--- config.mk ---
export PLATFORM = sky130hd
export DESIGN_NAME = fll_lock_seq
export DESIGN_NICKNAME = d
export VERILOG_FILES = /design/src/rtl/fll_pkg.sv /design/src/rtl/fll_sat_bounds.sv /design/src/rtl/fll_lock_seq.sv
export SDC_FILE = /design/constraint.sdc
export NUM_CORES = 1
export LEC_CHECK = 0
export BUFFER_PORTS_ARGS = -buffer_cell sky130_fd_sc_hd__buf_2
export CAP_MARGIN = 20
export CORE_MARGIN = 1
export CORE_UTILIZATION = 42
export CTS_CLUSTER_SIZE = 12
export DETAILED_ROUTE_END_ITERATION = 12
export PLACE_DENSITY = 0.67
export SLEW_MARGIN = 20
export SYNTH_ARGS = -nofsm -noshare
export SYNTH_HDL_FRONTEND = slang
export SYNTH_HIERARCHICAL = 1
export SYNTH_SLANG_ARGS = --single-unit
--- constraint.sdc ---
create_clock -name clk_ref -period 3.6 [get_ports clk_ref]
set_input_delay 0.18 -clock clk_ref [delete_from_list [all_inputs] [get_ports clk_ref]]
set_output_delay 0.18 -clock clk_ref [all_outputs]
set_load 0.01 [all_outputs]
--- src/rtl/fll_pkg.sv ---
// rtl/fll_pkg.sv - shared types and saturating helpers for FLL/PLL controllers
package fll_pkg;

  typedef enum logic [2:0] {
    ST_IDLE   = 3'd0,
    ST_ARM    = 3'd1,
    ST_TRACK  = 3'd2,
    ST_LOCKED = 3'd3,
    ST_FAIL   = 3'd4
  } fll_seq_state_t;

  localparam int CORNER_HI = 0;
  localparam int CORNER_LO = 2;

  // Operands are zero-extended to 64 bits so one helper serves every width up to 64.
  function automatic logic [63:0] sat_sub(input logic [63:0] a, input logic [63:0] b);
    return (a < b) ? 64'd0 : (a - b);
  endfunction

  function automatic logic [63:0] sat_add(input logic [63:0] a, input logic [63:0] b,
                                          input int unsigned w);
    logic [64:0] sum;
    logic [64:0] max;
    sum = {1'b0, a} + {1'b0, b};
    max = (65'd1 << w) - 65'd1;
    return (sum > max) ? 64'(max) : 64'(sum);
  endfunction

endpackage

--- src/rtl/fll_sat_bounds.sv ---
// rtl/fll_sat_bounds.sv - window bounds target-tol / target+tol, clamped to [0, 2^N-1]
module fll_sat_bounds
  import fll_pkg::*;
#(
  parameter int N = 32
) (
  input  logic [N-1:0] target,
  input  logic [N-1:0] tol,
  output logic [N-1:0] lower,
  output logic [N-1:0] upper
);

  assign lower = N'(sat_sub(64'(target), 64'(tol)));
  assign upper = N'(sat_add(64'(target), 64'(tol), N));

endmodule

--- src/rtl/fll_lock_seq.sv ---
// rtl/fll_lock_seq.sv - arms fll_2, steps the coarse band, qualifies and monitors lock
module fll_lock_seq
  import fll_pkg::*;
#(
  parameter int N        = 32,
  parameter int BAND_W   = 3,
  parameter int LOCK_CNT = 4,
  parameter int MISS_MAX = 2,
  parameter int TIMEOUT  = 64
) (
  input  logic              clk_ref,
  input  logic              reset,
  input  logic              start,
  input  logic              stop,
  input  logic [N-1:0]      target,
  input  logic [N-1:0]      tol,
  input  logic [N-1:0]      gate_cfg,
  input  logic [BAND_W-1:0] band_init,
  input  logic              fll_strobe,
  input  logic              fll_locked,
  input  logic [2:0]        fll_corner,
  output logic              fll_reset,
  output logic [N-1:0]      lower_bound,
  output logic [N-1:0]      upper_bound,
  output logic [N-1:0]      gate_time,
  output logic [BAND_W-1:0] band,
  output logic              busy,
  output logic              locked,
  output logic              fail,
  output logic              lost_lock,
  output logic [2:0]        state
);

  fll_seq_state_t    state_q, state_d;
  logic              fll_reset_q, fll_reset_d;
  logic [N-1:0]      lower_q, lower_d, upper_q, upper_d, gate_q, gate_d;
  logic [BAND_W-1:0] band_q, band_d;
  logic              busy_q, busy_d, locked_q, locked_d, fail_q, fail_d, lost_q, lost_d;
  logic              arm_cnt_q, arm_cnt_d;
  logic [7:0]        lock_cnt_q, lock_cnt_d, miss_cnt_q, miss_cnt_d;
  logic [15:0]       to_cnt_q, to_cnt_d;
  logic [N-1:0]      lower_calc, upper_calc;
  logic [7:0]        lock_inc, miss_inc;
  logic [15:0]       to_inc;

  fll_sat_bounds #(.N(N)) u_bounds (
    .target (target),
    .tol    (tol),
    .lower  (lower_calc),
    .upper  (upper_calc)
  );

  assign lock_inc = lock_cnt_q + 8'd1;
  assign miss_inc = miss_cnt_q + 8'd1;
  assign to_inc   = to_cnt_q + 16'd1;

  always_comb begin
    state_d     = state_q;
    fll_reset_d = fll_reset_q;
    lower_d     = lower_q;
    upper_d     = upper_q;
    gate_d      = gate_q;
    band_d      = band_q;
    arm_cnt_d   = arm_cnt_q;
    lock_cnt_d  = lock_cnt_q;
    miss_cnt_d  = miss_cnt_q;
    to_cnt_d    = to_cnt_q;
    lost_d      = 1'b0;

    if (stop) begin
      state_d     = ST_IDLE;
      fll_reset_d = 1'b0;
    end else begin
      case (state_q)
        ST_IDLE: begin
          fll_reset_d = 1'b0;
          if (start) begin
            lower_d     = lower_calc;
            upper_d     = upper_calc;
            gate_d      = gate_cfg;
            band_d      = band_init;
            arm_cnt_d   = 1'b0;
            lock_cnt_d  = '0;
            miss_cnt_d  = '0;
            to_cnt_d    = '0;
            fll_reset_d = 1'b1;
            state_d     = ST_ARM;
          end
        end
        ST_ARM: begin
          lock_cnt_d = '0;
          miss_cnt_d = '0;
          to_cnt_d   = '0;
          if (arm_cnt_q) begin
            arm_cnt_d   = 1'b0;
            fll_reset_d = 1'b0;
            state_d     = ST_TRACK;
          end else begin
            arm_cnt_d   = 1'b1;
            fll_reset_d = 1'b1;
          end
        end
        ST_TRACK: begin
          if (fll_strobe) begin
            to_cnt_d = to_inc;
            if (fll_corner[CORNER_HI]) begin
              if (band_q == '0) begin
                state_d = ST_FAIL;
              end else begin
                band_d      = band_q - 1'b1;
                arm_cnt_d   = 1'b0;
                fll_reset_d = 1'b1;
                state_d     = ST_ARM;
              end
            end else if (fll_corner[CORNER_LO]) begin
              if (band_q == '1) begin
                state_d = ST_FAIL;
              end else begin
                band_d      = band_q + 1'b1;
                arm_cnt_d   = 1'b0;
                fll_reset_d = 1'b1;
                state_d     = ST_ARM;
              end
            end else if (fll_locked) begin
              lock_cnt_d = lock_inc;
              if (lock_inc == 8'(LOCK_CNT)) state_d = ST_LOCKED;
            end else begin
              lock_cnt_d = '0;
            end
            // Timeout only fires when no band step or lock decision took this strobe.
            if (state_d == ST_TRACK && to_inc == 16'(TIMEOUT)) state_d = ST_FAIL;
          end
        end
        ST_LOCKED: begin
          if (fll_strobe) begin
            if (fll_locked) begin
              miss_cnt_d = '0;
            end else if (miss_inc == 8'(MISS_MAX)) begin
              lost_d     = 1'b1;
              miss_cnt_d = '0;
              lock_cnt_d = '0;
              to_cnt_d   = '0;
              state_d    = ST_TRACK;
            end else begin
              miss_cnt_d = miss_inc;
            end
          end
        end
        default: ;
      endcase
    end

    busy_d   = (state_d == ST_ARM) || (state_d == ST_TRACK) || (state_d == ST_LOCKED);
    locked_d = (state_d == ST_LOCKED);
    fail_d   = (state_d == ST_FAIL);
  end

  always_ff @(posedge clk_ref or posedge reset) begin
    if (reset) begin
      state_q     <= ST_IDLE;
      fll_reset_q <= 1'b1;
      lower_q     <= '0;
      upper_q     <= '0;
      gate_q      <= '0;
      band_q      <= '0;
      busy_q      <= 1'b0;
      locked_q    <= 1'b0;
      fail_q      <= 1'b0;
      lost_q      <= 1'b0;
      arm_cnt_q   <= 1'b0;
      lock_cnt_q  <= '0;
      miss_cnt_q  <= '0;
      to_cnt_q    <= '0;
    end else begin
      state_q     <= state_d;
      fll_reset_q <= fll_reset_d;
      lower_q     <= lower_d;
      upper_q     <= upper_d;
      gate_q      <= gate_d;
      band_q      <= band_d;
      busy_q      <= busy_d;
      locked_q    <= locked_d;
      fail_q      <= fail_d;
      lost_q      <= lost_d;
      arm_cnt_q   <= arm_cnt_d;
      lock_cnt_q  <= lock_cnt_d;
      miss_cnt_q  <= miss_cnt_d;
      to_cnt_q    <= to_cnt_d;
    end
  end

  assign fll_reset   = fll_reset_q;
  assign lower_bound = lower_q;
  assign upper_bound = upper_q;
  assign gate_time   = gate_q;
  assign band        = band_q;
  assign busy        = busy_q;
  assign locked      = locked_q;
  assign fail        = fail_q;
  assign lost_lock   = lost_q;
  assign state       = state_q;

endmodule

Word level (Yosys, flattened, before mapping)
Index checks and enable logic that the tools add are counted.
{"block": "totals", "register_bits": 140, "in_bits": 108, "out_inout_bits": 107, "word_cells": 134}
{"block": "op_classes", "addsub": 7, "magnitude_cmp": 2, "n_eq_ne": 26, "muxes": 67, "n_bitwise": 1, "n_reduce_logical": 17}
{"operator": "8-bit two-way mux", "n": 11}
{"operator": "16-bit two-way mux", "n": 5}
{"operator": "3-bit two-way mux", "n": 23}
{"operator": "32-bit two-way mux", "n": 2}
{"operator": "16-bit case mux with 4 select lines", "n": 1}
{"operator": "32-bit by 32-bit adder with 33-bit output", "n": 1}
{"operator": "33-bit by 32-bit > comparator with 1-bit output (second input constant)", "n": 1}
{"operator": "32-bit < comparator", "n": 1}
{"operator": "8-bit case mux with 4 select lines", "n": 1}
{"operator": "32-bit subtractor", "n": 1}
{"operator": "8-bit case mux with 3 select lines", "n": 1}
{"operator": "7-bit AND reduction", "n": 3}
{"operator": "1-bit two-way mux", "n": 19}
{"operator": "16-bit by 1-bit adder with 16-bit output (second input constant)", "n": 1}
{"operator": "8-bit by 1-bit adder with 8-bit output (second input constant)", "n": 2}
{"operator": "16-bit by 7-bit == test with 1-bit output (second input constant)", "n": 1}
{"operator": "3-bit by 2-bit == test with 1-bit output (second input constant)", "n": 5}
{"operator": "2-bit inequality test (second input constant)", "n": 7}
{"operator": "3-bit inequality test (second input constant)", "n": 4}
{"operator": "4-bit inequality test (second input constant)", "n": 3}
{"operator": "3-bit case mux with 4 select lines", "n": 1}
{"operator": "9-bit AND reduction", "n": 1}
{"operator": "8-bit by 2-bit == test with 1-bit output (second input constant)", "n": 1}
{"operator": "8-bit by 3-bit == test with 1-bit output (second input constant)", "n": 1}
{"operator": "16 further kinds", "n": 23}

Depth between registers and ports, before layout
{"block": "depth", "ltp_word": 18, "ltp_mapped": 15, "depth_no_buf": 14}

Cells and area by module
The synthesis kept the hierarchy.
{"module": "fll_lock_seq", "n_inst": 1, "cells_per_inst": 553, "area_each_um2": 6443.7, "seq_area_each_um2": 3504.6}
{"module": "fll_sat_bounds", "n_inst": 1, "cells_per_inst": 580, "area_each_um2": 3681.0, "seq_area_each_um2": 0.0}

Least setup slack after synthesis
OpenSTA, ideal clock, no wires.
{"block": "synth_path", "path_kind": "in2reg", "from": "input port target[0]", "to": "register lower_q[4], in the netlist lower_bound[4]", "t_arrival_ps": 2928, "setup_slack_ps": 547, "path_stages": 15, "cell_sequence": "inv_1 -> ha_1 -> inv_1 -> fa_1 -> a211oi_1 -> nor2_1 -> o21ai_1 -> o311ai_2 -> or4b_1 -> a41oi_2 -> o21bai_1 -> a21oi_2 -> buf_6 -> nor3_1 -> mux2_2"}
{"block": "synth_between", "elab_chain_cells": 2, "elab_cells_between_ends": 3}
{"item": "start: declaration", "line": "fll_lock_seq.sv:15", "source": "input logic [N-1:0] target,"}
{"item": "32-bit subtractor or 32-bit < comparator (tied branches)", "line": "fll_pkg.sv:17", "source": "return (a < b) ? 64'd0 : (a - b);"}
{"item": "32-bit two-way mux *", "line": "fll_pkg.sv:17"}
{"item": "named net lower_calc[4]", "line": "fll_lock_seq.sv:42", "source": "logic [N-1:0] lower_calc, upper_calc;"}
{"item": "end signal: assignment", "line": "fll_lock_seq.sv:177", "source": "lower_q <= lower_d;"}
{"item": "end: declaration", "line": "fll_lock_seq.sv:36", "source": "logic [N-1:0] lower_q, lower_d, upper_q, upper_d, gate_q, gate_d;"}
The timed path passes the listed nets; every way through them passes the cells marked *.
A chain may end at the register's enable or synchronous reset.

Worst setup path after layout
{"block": "layout_path", "from": "register to_cnt_q[0]", "to": "register fail_q, in the netlist fail"}
{"block": "layout_between", "elab_chain_cells": 8}
{"item": "start: declaration", "line": "fll_lock_seq.sv:41", "source": "logic [15:0] to_cnt_q, to_cnt_d;"}
{"item": "start signal: assignment", "line": "fll_lock_seq.sv:188", "source": "to_cnt_q <= to_cnt_d;"}
{"item": "16-bit by 1-bit adder with 16-bit output", "line": "fll_lock_seq.sv:55", "source": "assign to_inc = to_cnt_q + 16'd1;"}
{"item": "16-bit by 7-bit == test with 1-bit output", "line": "fll_lock_seq.sv:131", "source": "if (state_d == ST_TRACK && to_inc == 16'(TIMEOUT)) state_d = ST_FAIL;"}
{"item": "1-bit logical AND", "line": "fll_lock_seq.sv:131"}
{"item": "3-bit two-way mux", "line": "fll_lock_seq.sv:131"}
{"item": "3-bit two-way mux", "line": "fll_lock_seq.sv:104", "source": "if (fll_strobe) begin"}
{"item": "3-bit case mux with 4 select lines", "line": "fll_lock_seq.sv:74", "source": "case (state_q)"}
{"item": "3-bit two-way mux", "line": "fll_lock_seq.sv:70", "source": "if (stop) begin"}
{"item": "3-bit == test", "line": "fll_lock_seq.sv:155", "source": "fail_d = (state_d == ST_FAIL);"}
{"item": "named net fail_d", "line": "fll_lock_seq.sv:38", "source": "logic busy_q, busy_d, locked_q, locked_d, fail_q, fail_d, lost_q, lost_d;"}
{"item": "end signal: assignment", "line": "fll_lock_seq.sv:183", "source": "fail_q <= fail_d;"}
{"item": "end: declaration", "line": "fll_lock_seq.sv:38"}
The timed path passes the listed nets, and every way through them passes these cells.

==> results by stage <==
Worst setup path:
- The largest individual stage delay along the critical path comes from the cell sky130_fd_sc_hd__or4b_1.
- The startpoint kind of the worst setup timing path is a flip-flop.
- On the worst path, the slowest cell contributes a delay of 0.50 ns.
- The kind of critical path is reg2reg.
- The critical path goes through ha_1, nand3_2, nor3_4, mux2i_1, a2111oi_2, or4b_1, a211o_1, a211oi_2.
- The type of destination of the critical path is a flip-flop.
- The critical path data required time is 3.93 ns.
- The worst path arrival time is 3.39 ns.
- In this run the worst path has a maximum fanout of 8.

Floorplan:
- The height of the die is 157 um.
- Once the floorplan was initialized, standard cells occupied 43.0% of the core.
- From left edge to right edge, the die measures 157 um.
- The initialized floorplan defines 56 standard-cell rows.
- After floorplanning, the core was sized to cover 23500 um2.
- 215 I/O pins were placed.
- The die area is 24700 um2.

Timing:
- The number of slew-limit violations in the final report is 0.
- The hold violation count in the final report was 0.
- The minimum period implied by the final worst setup slack is 3.06 ns.
- At the pin with the least slew margin, the transition time is 0.789 ns.
- Setup repair after global routing left no endpoint under its margin.
- Setup violations remaining at the end of the flow were counted as 0.
- The worst path uses 85.1% of the clock period.
- Across the routed clock network, the largest skew measured is 0.0104 ns.
- Final hold analysis gives a worst-case slack of 0.0375 ns.
- The total negative setup slack is 0 ns.
- For this run, the top clock speed supported by timing is 0.327 GHz.
- Headroom to the max-slew limit came out at 47.4%.

Route:
- In this run, the number of DRC markers left after iteration 0 of detailed routing was 632.
- The number of iterations in the first detailed-routing pass is 5.
- The routed via count divided by cell count is 5.38.
- For this run, design rule violations remaining after detail routing come to 0.
- For this block, the via count after detailed routing is 9113.
- For this block, the routed nets add up to 26600 um of wire.
- The average wire length per cell after detail routing is 15.7 um.
- In this run the remaining antenna-violating nets after routing total 0.

Run:
- The count of max-cap constraint violations is 0.

Yosys:
- Sequential elements use 34.6% of the synthesized area.
- The total standard cell area after synthesis is 10100 um2.
- The number of nets in the synthesized netlist is 1314.
- In the synthesized netlist, the number of instances is 1133.
- The flip-flop and latch count after synthesis is 140.
- The per-instance average area after synthesis is 8.94 um2.
- The share of synthesized flip-flops with an asynchronous set or reset is 100%.
- Among all flip-flop cells after synthesis, the most frequent one is sky130_fd_sc_hd__dfrtp_1.
- The count of flip-flops with a built-in enable after synthesis is 0.
- For this run, the number of Yosys warnings is 6.
- The count of different cell masters after synthesis is 76.

Power and ir drop:
- Summed over all cells, the static leakage comes to 0.00585 uW.
- The total power density per cell area is 513 nW/um2.
- The worst-case IR drop observed on VDD is 258 uV.
- After layout, the design draws a total of 6400 uW.

Global routing:
- The met1 track demand over resource is 28.9%.
- The global routing met3 resource utilization is 3.00%.
- For this run, global-route usage on met2 was measured as 36.6%.
- The largest net degree at the start of global routing is 73.
- The number of global-route vias before repair came to 8614.
- met2 is the most crowded layer.
- Summed over all layers, the global routing overflow is 0.
- In the global route stage, overall resource usage came out at 21.6%.
- The initial antenna violation count came to 0.
- The wire length of the first global-routing pass is 42700 um.

CTS:
- Counting along the longest clock path gives a buffer depth of 2.
- The clock buffer count from CTS is 17.
- Clock-pin slew was measured on the worst setup and hold paths at 0.07 ns.
- The H-tree depth is 4.
- TritonCTS built the clock tree.
- The cell at the root of the clock tree is sky130_fd_sc_hd__clkbuf_16.
- The clock net in this run drives a total of 140 sinks.
- The clock reaches the later pin of the worst-skew pair after 0.43 ns.

Cells and area:
- The layout has 2211 filler cells.
- The area added between synthesis and finish is 23.2%.
- In the layout the commonest cells are sky130_fd_sc_hd__buf_2, sky130_fd_sc_hd__dfrtp_1, sky130_fd_sc_hd__nor2_1.
- Summing all multi-input logic gate instances after layout gives 6100 um2.
- The number of antenna diodes in the final layout is 0.
- The area taken by flip-flops and latches is 3500 um2.
- The post-route netlist has 28.2% of its cells at a drive strength greater than 1.
- The total number of nets in the final design is 1542.
- Leaving out fill and tap cells, the most frequent cell in the layout is sky130_fd_sc_hd__buf_2.

Hold path:
- The min-delay analysis places its worst path in the category in2reg.

Status:
- The run finished with clean final reports.

Placement:
- The port buffer count is 213.
- The HPWL after detailed placement is 19500 um.
- The last weighted congestion value of the routability-driven placer is 0.925.
## critical path: cells and delay by family (launching register included)
family / cells / cell delay (ns)
fa+ha+maj: 1 / 0.37
flops: 1 / 0.49
simple gates: 3 / 0.98
mux: 1 / 0.14
compound gates: 3 / 1.00
## power breakdown
part / leakage, uW / switching, uW / internal (uW) / total [uW]
Combinational: 0.00383 / 1220 / 1090 / 2310
Clock: 0.000289 / 840 / 937 / 1780
Sequential: 0.00174 / 273 / 2040 / 2310
## per-layer routing
metal	share of wire, %	vias to the layer above
met5	0	-
met4	1.3	0
met3	4.4	23
met2	49	261
met1	45	4360
li1	-	4469
## sequential cells by signal (all words and copies together) (netlist names), 3 cells and up
name         flops
miss_cnt_q       8
lock_cnt_q       8
state            3
to_cnt_q        16
upper_bound     32
lower_bound     32
gate_time       32
band             3
## worst paths after layout
path | depth (start not counted) | to | startpoint | slack, ns
min in group asynchronous | 3 | locked | reset | 0.44
worst min-delay path | 3 | band[2] | band_init[2] | 0.04
worst min register to register | 1 | lower_bound[4] | lower_bound[4] | 0.50
max in group asynchronous | 4 | upper_bound[25] | reset | 2.25
worst max register to register | 8 | fail | to_cnt_q[0] | 0.54
worst max-delay path | 8 | fail | to_cnt_q[0] | 0.54
## cell usage after synthesis (4+ instances only)
cell,instances,area (um2)
sky130_fd_sc_hd__a21o_1,10,75.1
sky130_fd_sc_hd__nor3_1,20,100
sky130_fd_sc_hd__inv_1,71,267
sky130_fd_sc_hd__o21ai_1,9,45.0
sky130_fd_sc_hd__nor4_1,9,56.3
sky130_fd_sc_hd__ha_1,70,876
sky130_fd_sc_hd__o31ai_1,26,195
sky130_fd_sc_hd__or3_1,9,56.3
sky130_fd_sc_hd__o21a_1,7,52.6
sky130_fd_sc_hd__buf_1,9,33.8
sky130_fd_sc_hd__nor2b_1,16,100
sky130_fd_sc_hd__a21oi_1,72,360
sky130_fd_sc_hd__and3_1,17,106
sky130_fd_sc_hd__nand3_1,30,150
sky130_fd_sc_hd__o21ai_0,71,355
sky130_fd_sc_hd__mux2_2,97,1090
sky130_fd_sc_hd__buf_2,15,75.1
sky130_fd_sc_hd__and2_1,12,75.1
sky130_fd_sc_hd__o21bai_1,12,90.1
sky130_fd_sc_hd__or2_2,9,56.3
sky130_fd_sc_hd__a211o_1,6,52.6
sky130_fd_sc_hd__xnor2_1,38,333
sky130_fd_sc_hd__nand2b_1,15,93.8
sky130_fd_sc_hd__xor2_1,18,158
sky130_fd_sc_hd__a211oi_1,12,90.1
sky130_fd_sc_hd__nand2_1,76,285
sky130_fd_sc_hd__clkbuf_1,31,116
sky130_fd_sc_hd__nor2_1,104,390
sky130_fd_sc_hd__dfrtp_1,139,3480
sky130_fd_sc_hd__a31oi_1,15,93.8
sky130_fd_sc_hd__nand4_1,11,68.8
sky130_fd_sc_hd__or4_1,4,30.0
sky130_fd_sc_hd__o211ai_1,6,45.0
## layout make-up
class	count	area share [%]
flip-flops and latches	140	28.1
clock buffers	17	3.41
multi-input cells	861	48.9
inverters	72	2.20
well taps	319	3.20
repair buffers	269	12.9
clock inverters	15	1.34
## through the flow
stage          std cells  instance area (um2)  setup WS [ns]  util (%)
2_1_floorplan       1133                10100          0.547         -
3_5_place_dp        1626                11500          0.127      49.0
6_report            1693                12500          0.538      53.0
5_1_grt             1693                12500          0.359      53.0
4_1_cts             1693                12500          0.497      53.0
3_3_place_gp        1626                11500          0.172      49.0
## cells by family after synthesis
| logic type | after synthesis | synth area share, % |
|---|---|---|
| adder cells (fa/ha/maj) | 73 | 9.24 |
| AO/OA/AOI/OAI | 286 | 18.0 |
| buffers and inverters | 132 | 5.35 |
| XOR/XNOR | 56 | 4.84 |
| AND/OR/NAND/NOR | 346 | 16.9 |
| flip-flops | 140 | 34.6 |
| multiplexers | 100 | 11.1 |
## repair_timing
action / CTS / global route
gates resized for setup: 0 / 0
buffers inserted: 0 / 0
hold endpoints to repair: 66 / 0
hold buffers: 35 / 0
setup endpoints to repair: 0 / 0
(Power assumes the default switching activity.)
